**config.mk**
```make
export PLATFORM = sky130hd
export DESIGN_NAME = arbitro_mem_flat
export DESIGN_NICKNAME = d
export VERILOG_FILES = /design/src/rtl/arbitro_mem_pkg.sv /design/src/rtl/arbitro_mem_if.sv /design/src/rtl/arbitro_rr.sv /design/src/rtl/arbitro_mem.sv /design/src/flat_wrapper.sv
export SDC_FILE = /design/constraint.sdc
export NUM_CORES = 1
export LEC_CHECK = 0
export CAP_MARGIN = 25
export CORE_AREA = 3 3 74 76
export DETAILED_ROUTE_END_ITERATION = 8
export DIE_AREA = 0 0 77 79
export PLACE_DENSITY = 0.7
export SLEW_MARGIN = 20
export SYNTH_ARGS = -nofsm -noshare
export SYNTH_HDL_FRONTEND = slang
export SYNTH_SLANG_ARGS = --single-unit
```
**constraint.sdc**
```tcl
create_clock -name clock -period 1.75 [get_ports clock]
set_input_delay 0.2625 -clock clock [delete_from_list [all_inputs] [get_ports clock]]
set_output_delay 0.2625 -clock clock [all_outputs]
set_load 0.01 [all_outputs]
```
**src/rtl/arbitro_mem_pkg.sv**
```systemverilog
// Shared definitions for the bancoMem two-port arbiter: bus widths and FSM encoding.
package arbitro_mem_pkg;

    localparam int DEF_ADDR_W = 8;
    localparam int DEF_DATA_W = 8;

    localparam logic [1:0] ST_IDLE   = 2'd0;
    localparam logic [1:0] ST_ACCESS = 2'd1;
    localparam logic [1:0] ST_RESP   = 2'd2;

    typedef enum logic [1:0] {
        IDLE   = ST_IDLE,
        ACCESS = ST_ACCESS,
        RESP   = ST_RESP
    } state_t;

endpackage

```
**src/rtl/arbitro_mem_if.sv**
```systemverilog
// Requester-side handshake bundle for both arbiter ports; master = requesters, slave = arbiter.
interface arbitro_mem_if
    import arbitro_mem_pkg::*;
#(
    parameter int ADDR_W = DEF_ADDR_W,
    parameter int DATA_W = DEF_DATA_W
) ();

    logic              req0;
    logic              we0;
    logic [ADDR_W-1:0] addr0;
    logic [DATA_W-1:0] wdata0;
    logic              gnt0;
    logic              rvalid0;
    logic [DATA_W-1:0] rdata0;

    logic              req1;
    logic              we1;
    logic [ADDR_W-1:0] addr1;
    logic [DATA_W-1:0] wdata1;
    logic              gnt1;
    logic              rvalid1;
    logic [DATA_W-1:0] rdata1;

    modport master (
        output req0, we0, addr0, wdata0,
        input  gnt0, rvalid0, rdata0,
        output req1, we1, addr1, wdata1,
        input  gnt1, rvalid1, rdata1
    );

    modport slave (
        input  req0, we0, addr0, wdata0,
        output gnt0, rvalid0, rdata0,
        input  req1, we1, addr1, wdata1,
        output gnt1, rvalid1, rdata1
    );

endinterface

```
**src/rtl/arbitro_rr.sv**
```systemverilog
// Combinational 2-way winner pick; winner is only meaningful when a request is present.
module arbitro_rr (
    input  logic req0,
    input  logic req1,
    input  logic last,
    input  logic rr_en,
    output logic winner
);

    // On a tie the port not granted last wins, unless fixed priority is selected.
    always_comb begin
        winner = 1'b0;
        if (req0 && req1) begin
            winner = rr_en ? ~last : 1'b0;
        end else if (req1) begin
            winner = 1'b1;
        end
    end

endmodule

```
**src/rtl/arbitro_mem.sv**
```systemverilog
// Arbiter and sequencer sharing the single-port bancoMem between two requesters.
module arbitro_mem
    import arbitro_mem_pkg::*;
#(
    parameter int ADDR_W = DEF_ADDR_W,
    parameter int DATA_W = DEF_DATA_W,
    parameter bit RR_EN  = 1'b1
) (
    input  logic              clock,
    input  logic              reset,
    arbitro_mem_if.slave      bus,
    output logic [ADDR_W-1:0] mem_endereco,
    output logic [DATA_W-1:0] mem_dado,
    output logic              mem_lerMem,
    output logic              mem_EscreverMem,
    input  logic [DATA_W-1:0] mem_out
);

    state_t            state_q, state_d;
    logic              we_q, we_d;
    logic              win_q, win_d;
    logic              last_q, last_d;
    logic              gnt0_q, gnt0_d, gnt1_q, gnt1_d;
    logic              rvalid0_q, rvalid0_d, rvalid1_q, rvalid1_d;
    logic [DATA_W-1:0] rdata0_q, rdata0_d, rdata1_q, rdata1_d;
    logic [ADDR_W-1:0] addr_q, addr_d;
    logic [DATA_W-1:0] dado_q, dado_d;
    logic              ler_q, ler_d, esc_q, esc_d;
    logic              winner;

    arbitro_rr u_rr (
        .req0   (bus.req0),
        .req1   (bus.req1),
        .last   (last_q),
        .rr_en  (RR_EN),
        .winner (winner)
    );

    // Next-state and next-output logic; every output is registered, so grants and
    // strobes for an access are computed while still in IDLE.
    always_comb begin
        state_d   = state_q;
        we_d      = we_q;
        win_d     = win_q;
        last_d    = last_q;
        addr_d    = addr_q;
        dado_d    = dado_q;
        rdata0_d  = rdata0_q;
        rdata1_d  = rdata1_q;
        gnt0_d    = 1'b0;
        gnt1_d    = 1'b0;
        rvalid0_d = 1'b0;
        rvalid1_d = 1'b0;
        ler_d     = 1'b0;
        esc_d     = 1'b0;

        case (state_q)
            IDLE: begin
                if (bus.req0 || bus.req1) begin
                    win_d   = winner;
                    last_d  = winner;
                    we_d    = winner ? bus.we1    : bus.we0;
                    addr_d  = winner ? bus.addr1  : bus.addr0;
                    dado_d  = winner ? bus.wdata1 : bus.wdata0;
                    gnt0_d  = ~winner;
                    gnt1_d  = winner;
                    esc_d   = we_d;
                    ler_d   = ~we_d;
                    state_d = ACCESS;
                end
            end
            ACCESS: begin
                state_d = we_q ? IDLE : RESP;
            end
            RESP: begin
                if (win_q) begin
                    rdata1_d  = mem_out;
                    rvalid1_d = 1'b1;
                end else begin
                    rdata0_d  = mem_out;
                    rvalid0_d = 1'b1;
                end
                state_d = IDLE;
            end
            default: begin
                state_d = IDLE;
            end
        endcase
    end

    // Reset pointer to 1 so port 0 takes the first tie.
    always_ff @(posedge clock or posedge reset) begin
        if (reset) begin
            state_q   <= IDLE;
            we_q      <= 1'b0;
            win_q     <= 1'b0;
            last_q    <= 1'b1;
            gnt0_q    <= 1'b0;
            gnt1_q    <= 1'b0;
            rvalid0_q <= 1'b0;
            rvalid1_q <= 1'b0;
            rdata0_q  <= '0;
            rdata1_q  <= '0;
            addr_q    <= '0;
            dado_q    <= '0;
            ler_q     <= 1'b0;
            esc_q     <= 1'b0;
        end else begin
            state_q   <= state_d;
            we_q      <= we_d;
            win_q     <= win_d;
            last_q    <= last_d;
            gnt0_q    <= gnt0_d;
            gnt1_q    <= gnt1_d;
            rvalid0_q <= rvalid0_d;
            rvalid1_q <= rvalid1_d;
            rdata0_q  <= rdata0_d;
            rdata1_q  <= rdata1_d;
            addr_q    <= addr_d;
            dado_q    <= dado_d;
            ler_q     <= ler_d;
            esc_q     <= esc_d;
        end
    end

    assign bus.gnt0        = gnt0_q;
    assign bus.gnt1        = gnt1_q;
    assign bus.rvalid0     = rvalid0_q;
    assign bus.rvalid1     = rvalid1_q;
    assign bus.rdata0      = rdata0_q;
    assign bus.rdata1      = rdata1_q;
    assign mem_endereco    = addr_q;
    assign mem_dado        = dado_q;
    assign mem_lerMem      = ler_q;
    assign mem_EscreverMem = esc_q;

endmodule

```
**src/flat_wrapper.sv**
```systemverilog
// flat-port wrapper written by rule: the top's interface ports become plain ports
module arbitro_mem_flat import arbitro_mem_pkg::*;
#(
    parameter int ADDR_W = DEF_ADDR_W,
    parameter int DATA_W = DEF_DATA_W,
    parameter bit RR_EN  = 1'b1
)
  (clock, reset, mem_endereco, mem_dado, mem_lerMem, mem_EscreverMem, mem_out, bus_req0, bus_we0, bus_addr0, bus_wdata0, bus_gnt0, bus_rvalid0, bus_rdata0, bus_req1, bus_we1, bus_addr1, bus_wdata1, bus_gnt1, bus_rvalid1, bus_rdata1);
  arbitro_mem_if #(.ADDR_W(ADDR_W), .DATA_W(DATA_W)) bus_i ();
  input  logic clock;
  input  logic reset;
  output logic [ADDR_W-1:0] mem_endereco;
  output logic [DATA_W-1:0] mem_dado;
  output logic mem_lerMem;
  output logic mem_EscreverMem;
  input  logic [DATA_W-1:0] mem_out;
  input wire logic [$bits(bus_i.req0)-1:0] bus_req0;
  input wire logic [$bits(bus_i.we0)-1:0] bus_we0;
  input wire logic [$bits(bus_i.addr0)-1:0] bus_addr0;
  input wire logic [$bits(bus_i.wdata0)-1:0] bus_wdata0;
  output wire logic [$bits(bus_i.gnt0)-1:0] bus_gnt0;
  output wire logic [$bits(bus_i.rvalid0)-1:0] bus_rvalid0;
  output wire logic [$bits(bus_i.rdata0)-1:0] bus_rdata0;
  input wire logic [$bits(bus_i.req1)-1:0] bus_req1;
  input wire logic [$bits(bus_i.we1)-1:0] bus_we1;
  input wire logic [$bits(bus_i.addr1)-1:0] bus_addr1;
  input wire logic [$bits(bus_i.wdata1)-1:0] bus_wdata1;
  output wire logic [$bits(bus_i.gnt1)-1:0] bus_gnt1;
  output wire logic [$bits(bus_i.rvalid1)-1:0] bus_rvalid1;
  output wire logic [$bits(bus_i.rdata1)-1:0] bus_rdata1;
  assign bus_i.req0 = bus_req0;
  assign bus_i.we0 = bus_we0;
  assign bus_i.addr0 = bus_addr0;
  assign bus_i.wdata0 = bus_wdata0;
  assign bus_gnt0 = bus_i.gnt0;
  assign bus_rvalid0 = bus_i.rvalid0;
  assign bus_rdata0 = bus_i.rdata0;
  assign bus_i.req1 = bus_req1;
  assign bus_i.we1 = bus_we1;
  assign bus_i.addr1 = bus_addr1;
  assign bus_i.wdata1 = bus_wdata1;
  assign bus_gnt1 = bus_i.gnt1;
  assign bus_rvalid1 = bus_i.rvalid1;
  assign bus_rdata1 = bus_i.rdata1;
  arbitro_mem #(.ADDR_W(ADDR_W), .DATA_W(DATA_W), .RR_EN(RR_EN)) u_core (.clock(clock), .reset(reset), .bus(bus_i), .mem_endereco(mem_endereco), .mem_dado(mem_dado), .mem_lerMem(mem_lerMem), .mem_EscreverMem(mem_EscreverMem), .mem_out(mem_out));
endmodule
```
==> results.cfg <==
[layout]
drive_above_1_share_pct = 15.4
final_nets = 259
antennaDiodeCount = 0
syn2layout_area_growth_pct = 60.3

[sta]
final-max-slew-violation-count = 0
period_utilization_post_route_pct = 84.6
setup_tns_ns = 0
tightestPinTransition_ns = 0.486
post-route-worst-setup-slack_ns = 0.269
max_freq_mhz = 675
clock-skew-final_ns = 0.00852
rsz_0062_raised_after_global_routing = false
max-slew-margin-rel_pct = 67.5
setup_viol = 0
finalHoldViolCount = 0
fin_crit_ns = 1.48

[critical_path]
ff2ff_setup_slack_ns = 0.37
timing.setup.critical_path_class = register to primary output
critical_path_peak_fanout = 2
r2r-end = u_core.mem_endereco[3]$_DFFE_PP0P_
crit_path_start_kind = register
crit_path_start = u_core.mem_dado[4]$_DFFE_PP0P_
cp_slowest_cell = sky130_fd_sc_hd__clkdlybuf4s50_1
arrival_ns = 1.22
worst_setup_path_end_kind = primary output
critical_path_rt_ns = 1.49
ff2ff_path_depth = 4
worst_path_dominant_cell_family = buffers and inverters
timing.critical_path.cells = clkdlybuf4s50_1
critPathBufInv = 1
rr_startpoint = u_core.state_q[1]$_DFFE_PP0P_
cp_slowest_stage_delay_ns = 0.55

[synth]
synthDominantCellAreaShare_pct = 61.7
ys_seq_elements = 43
async_s_r_ff_share_synth_pct = 100
synth-edff-count = 0
sequential_fraction_of_the_synthesis_area_pct = 63.3
yosysUniqueCellTypes = 20
synth-main-ff-cell = sky130_fd_sc_hd__dfrtp_1
synthMostInstantiatedCell = sky130_fd_sc_hd__dfrtp_1
netlist_area_um2 = 1700
yosys_warnings = 0
syn-mean-instance-area_um2 = 14.0
synth_area_leader_cell = sky130_fd_sc_hd__dfrtp_1
synthesized_instance_count = 122
yosys-top-cells-count = sky130_fd_sc_hd__dfrtp_1 (42), sky130_fd_sc_hd__mux2_2 (16), sky130_fd_sc_hd__a221o_1 (12), sky130_fd_sc_hd__and3_1 (12), sky130_fd_sc_hd__a21oi_1 (10)
post_synth_main_area_contributors = sky130_fd_sc_hd__dfrtp_1 (62%), sky130_fd_sc_hd__mux2_2 (11%), sky130_fd_sc_hd__a221o_1 (7.1%)
synth.net_count = 168

[placement]
io_buffers = 83
place_hpwl_um = 3200
post_placement_worst_setup_slack_ns = 0.0515
gp_congestion = 0.743

[pwr]
cellPowerDensity_nw_per_um2 = 1650
vdd.ir_drop.worst_v = 0.000719
leakage_power_of_the_design_nw = 1.19

[clock_network]
clock_tree.buffer_depth = 2
hold_buffers = 0
number_of_buffers_inserted_to_repair_setup_after_cts = 0
htreeDepth = 2
buffer_cell_driving_the_clock_tree_root = sky130_fd_sc_hd__clkbuf_8
ctsResizeCount = 0
cts_made_buffers = 5
clk_latency_ns = 0.29
cts.reportedPaths.clkPinSlew_ns = 0.08
cts_tree = built
clkSinkCount = 43

[route]
routedWlPerCell_um = 15.0
drt_first_iter_violations = 28
dr_vias = 1365
route.final.wire_length_um = 4220
drc = 0
vias_per_cell = 4.86
first_pass_iters = 4
post_route_antenna_net_violation_count = 0

[grt]
grt_max_degree = 44
grt.total_usage_pct = 14.5
via_count_of_the_first_global_routing_pass = 1506
antenna_violations_before_repair = 0
grt_pass1_wl_um = 6970
global_route.overflow_total = 0

[outcome]
status = finished clean

[die]
die_x_um = 77
die_area_um2 = 6080
dieHeight_um = 79
core.rowCount = 25
io_pins = 84
design.core.area_um2 = 4790
initial_utilization_pct = 35.6

[run]
drv.max_cap_violation_count = 0

[min_path]
hp-class = input port to async pin
## worst max path at each step
| stage | endpoint | slack [ns] | depth (start not counted) |
|---|---|---|---|
| 2_1_floorplan | u_core.mem_endereco[0]$_DFFE_PP0P_ | 0.39 | 4 |
| 3_3_place_gp | u_core.mem_endereco[5]$_DFFE_PP0P_ | 0.10 | 4 |
| 3_5_place_dp | u_core.we_q$_DFFE_PP0P_ | 0.05 | 5 |
| 4_1_cts | mem_dado[4] | 0.25 | 1 |
| 5_1_grt | mem_dado[4] | 0.21 | 1 |
| 6_report | mem_dado[4] | 0.27 | 1 |
## final cells by class
class | instances | area [µm²]
Timing Repair Buffer | 92 | 911
Fill cell | 406 | 2060
Sequential cell | 43 | 1080
Multi-Input combinational cell | 68 | 566
Inverter | 3 | 11.3
Clock inverter | 1 | 5.00
Tap cell | 67 | 83.8
Clock buffer | 7 | 76.3
## cell usage in the layout (no fill, tap or decap)
cell type,n
sky130_fd_sc_hd__a21boi_1,1
sky130_fd_sc_hd__a21oi_1,10
sky130_fd_sc_hd__a221o_1,12
sky130_fd_sc_hd__a22o_1,2
sky130_fd_sc_hd__and2_1,2
sky130_fd_sc_hd__and3_1,12
sky130_fd_sc_hd__and3b_4,1
sky130_fd_sc_hd__buf_12,1
sky130_fd_sc_hd__buf_4,8
sky130_fd_sc_hd__clkbuf_1,2
sky130_fd_sc_hd__clkbuf_8,5
sky130_fd_sc_hd__clkdlybuf4s50_1,83
sky130_fd_sc_hd__clkinv_1,1
sky130_fd_sc_hd__clkinv_2,1
sky130_fd_sc_hd__dfrtp_1,42
sky130_fd_sc_hd__dfstp_2,1
sky130_fd_sc_hd__inv_1,2
sky130_fd_sc_hd__mux2_2,16
sky130_fd_sc_hd__mux2i_1,5
sky130_fd_sc_hd__nand2_1,1
sky130_fd_sc_hd__nand3b_1,1
sky130_fd_sc_hd__nor2_1,2
sky130_fd_sc_hd__nor3b_1,2
sky130_fd_sc_hd__or2_1,1
## stage by stage
step | hold slack (ns) | cells | util (%) | cell area [µm²] | power, mW
after floorplan | 0.407 | 122 | - | 1700 | 2.71
after global placement | 0.441 | 273 | 55.3 | 2650 | 3.85
after detailed placement | 0.449 | 273 | 55.3 | 2650 | 3.94
after CTS | 0.320 | 281 | 57.0 | 2730 | 4.54
after global routing | 0.336 | 281 | 57.0 | 2730 | 4.77
final | 0.319 | 281 | 57.0 | 2730 | 4.49
## registers in the layout, indices dropped and copies added, names as in the netlist, 2 cells and up
register,cells
u_core.bus.rdata1,8
u_core.state_q,2
u_core.mem_dado,8
u_core.bus.rdata0,8
u_core.mem_endereco,8
## per-layer routing
metal  GRT usage, %  share of wire, %  vias up  wire length (µm)
met3           5.33               9.2        7               389
met2           22.8                45       76              1910
met5              0                 0        -                 0
met1           18.3                44      648              1870
li1               -                 -      634                 -
met4           5.52               1.3        0                53
## kinds of logic (layout without fill, tap and decap cells)
family,Yosys count,after routing,synth area share (%)
AO/OA/AOI/OAI,25,25,11.5
buffers and inverters,11,103,3.53
flip-flops,43,43,63.3
multiplexers,21,21,13.5
AND/OR/NAND/NOR,22,22,8.23
## where the power goes
group	internal, mW	switching [mW]
combinational	1.31	0.842
clock	0.280	0.312
sequential	1.48	0.274
total	3.06	1.43
(Power assumes the default switching activity.)
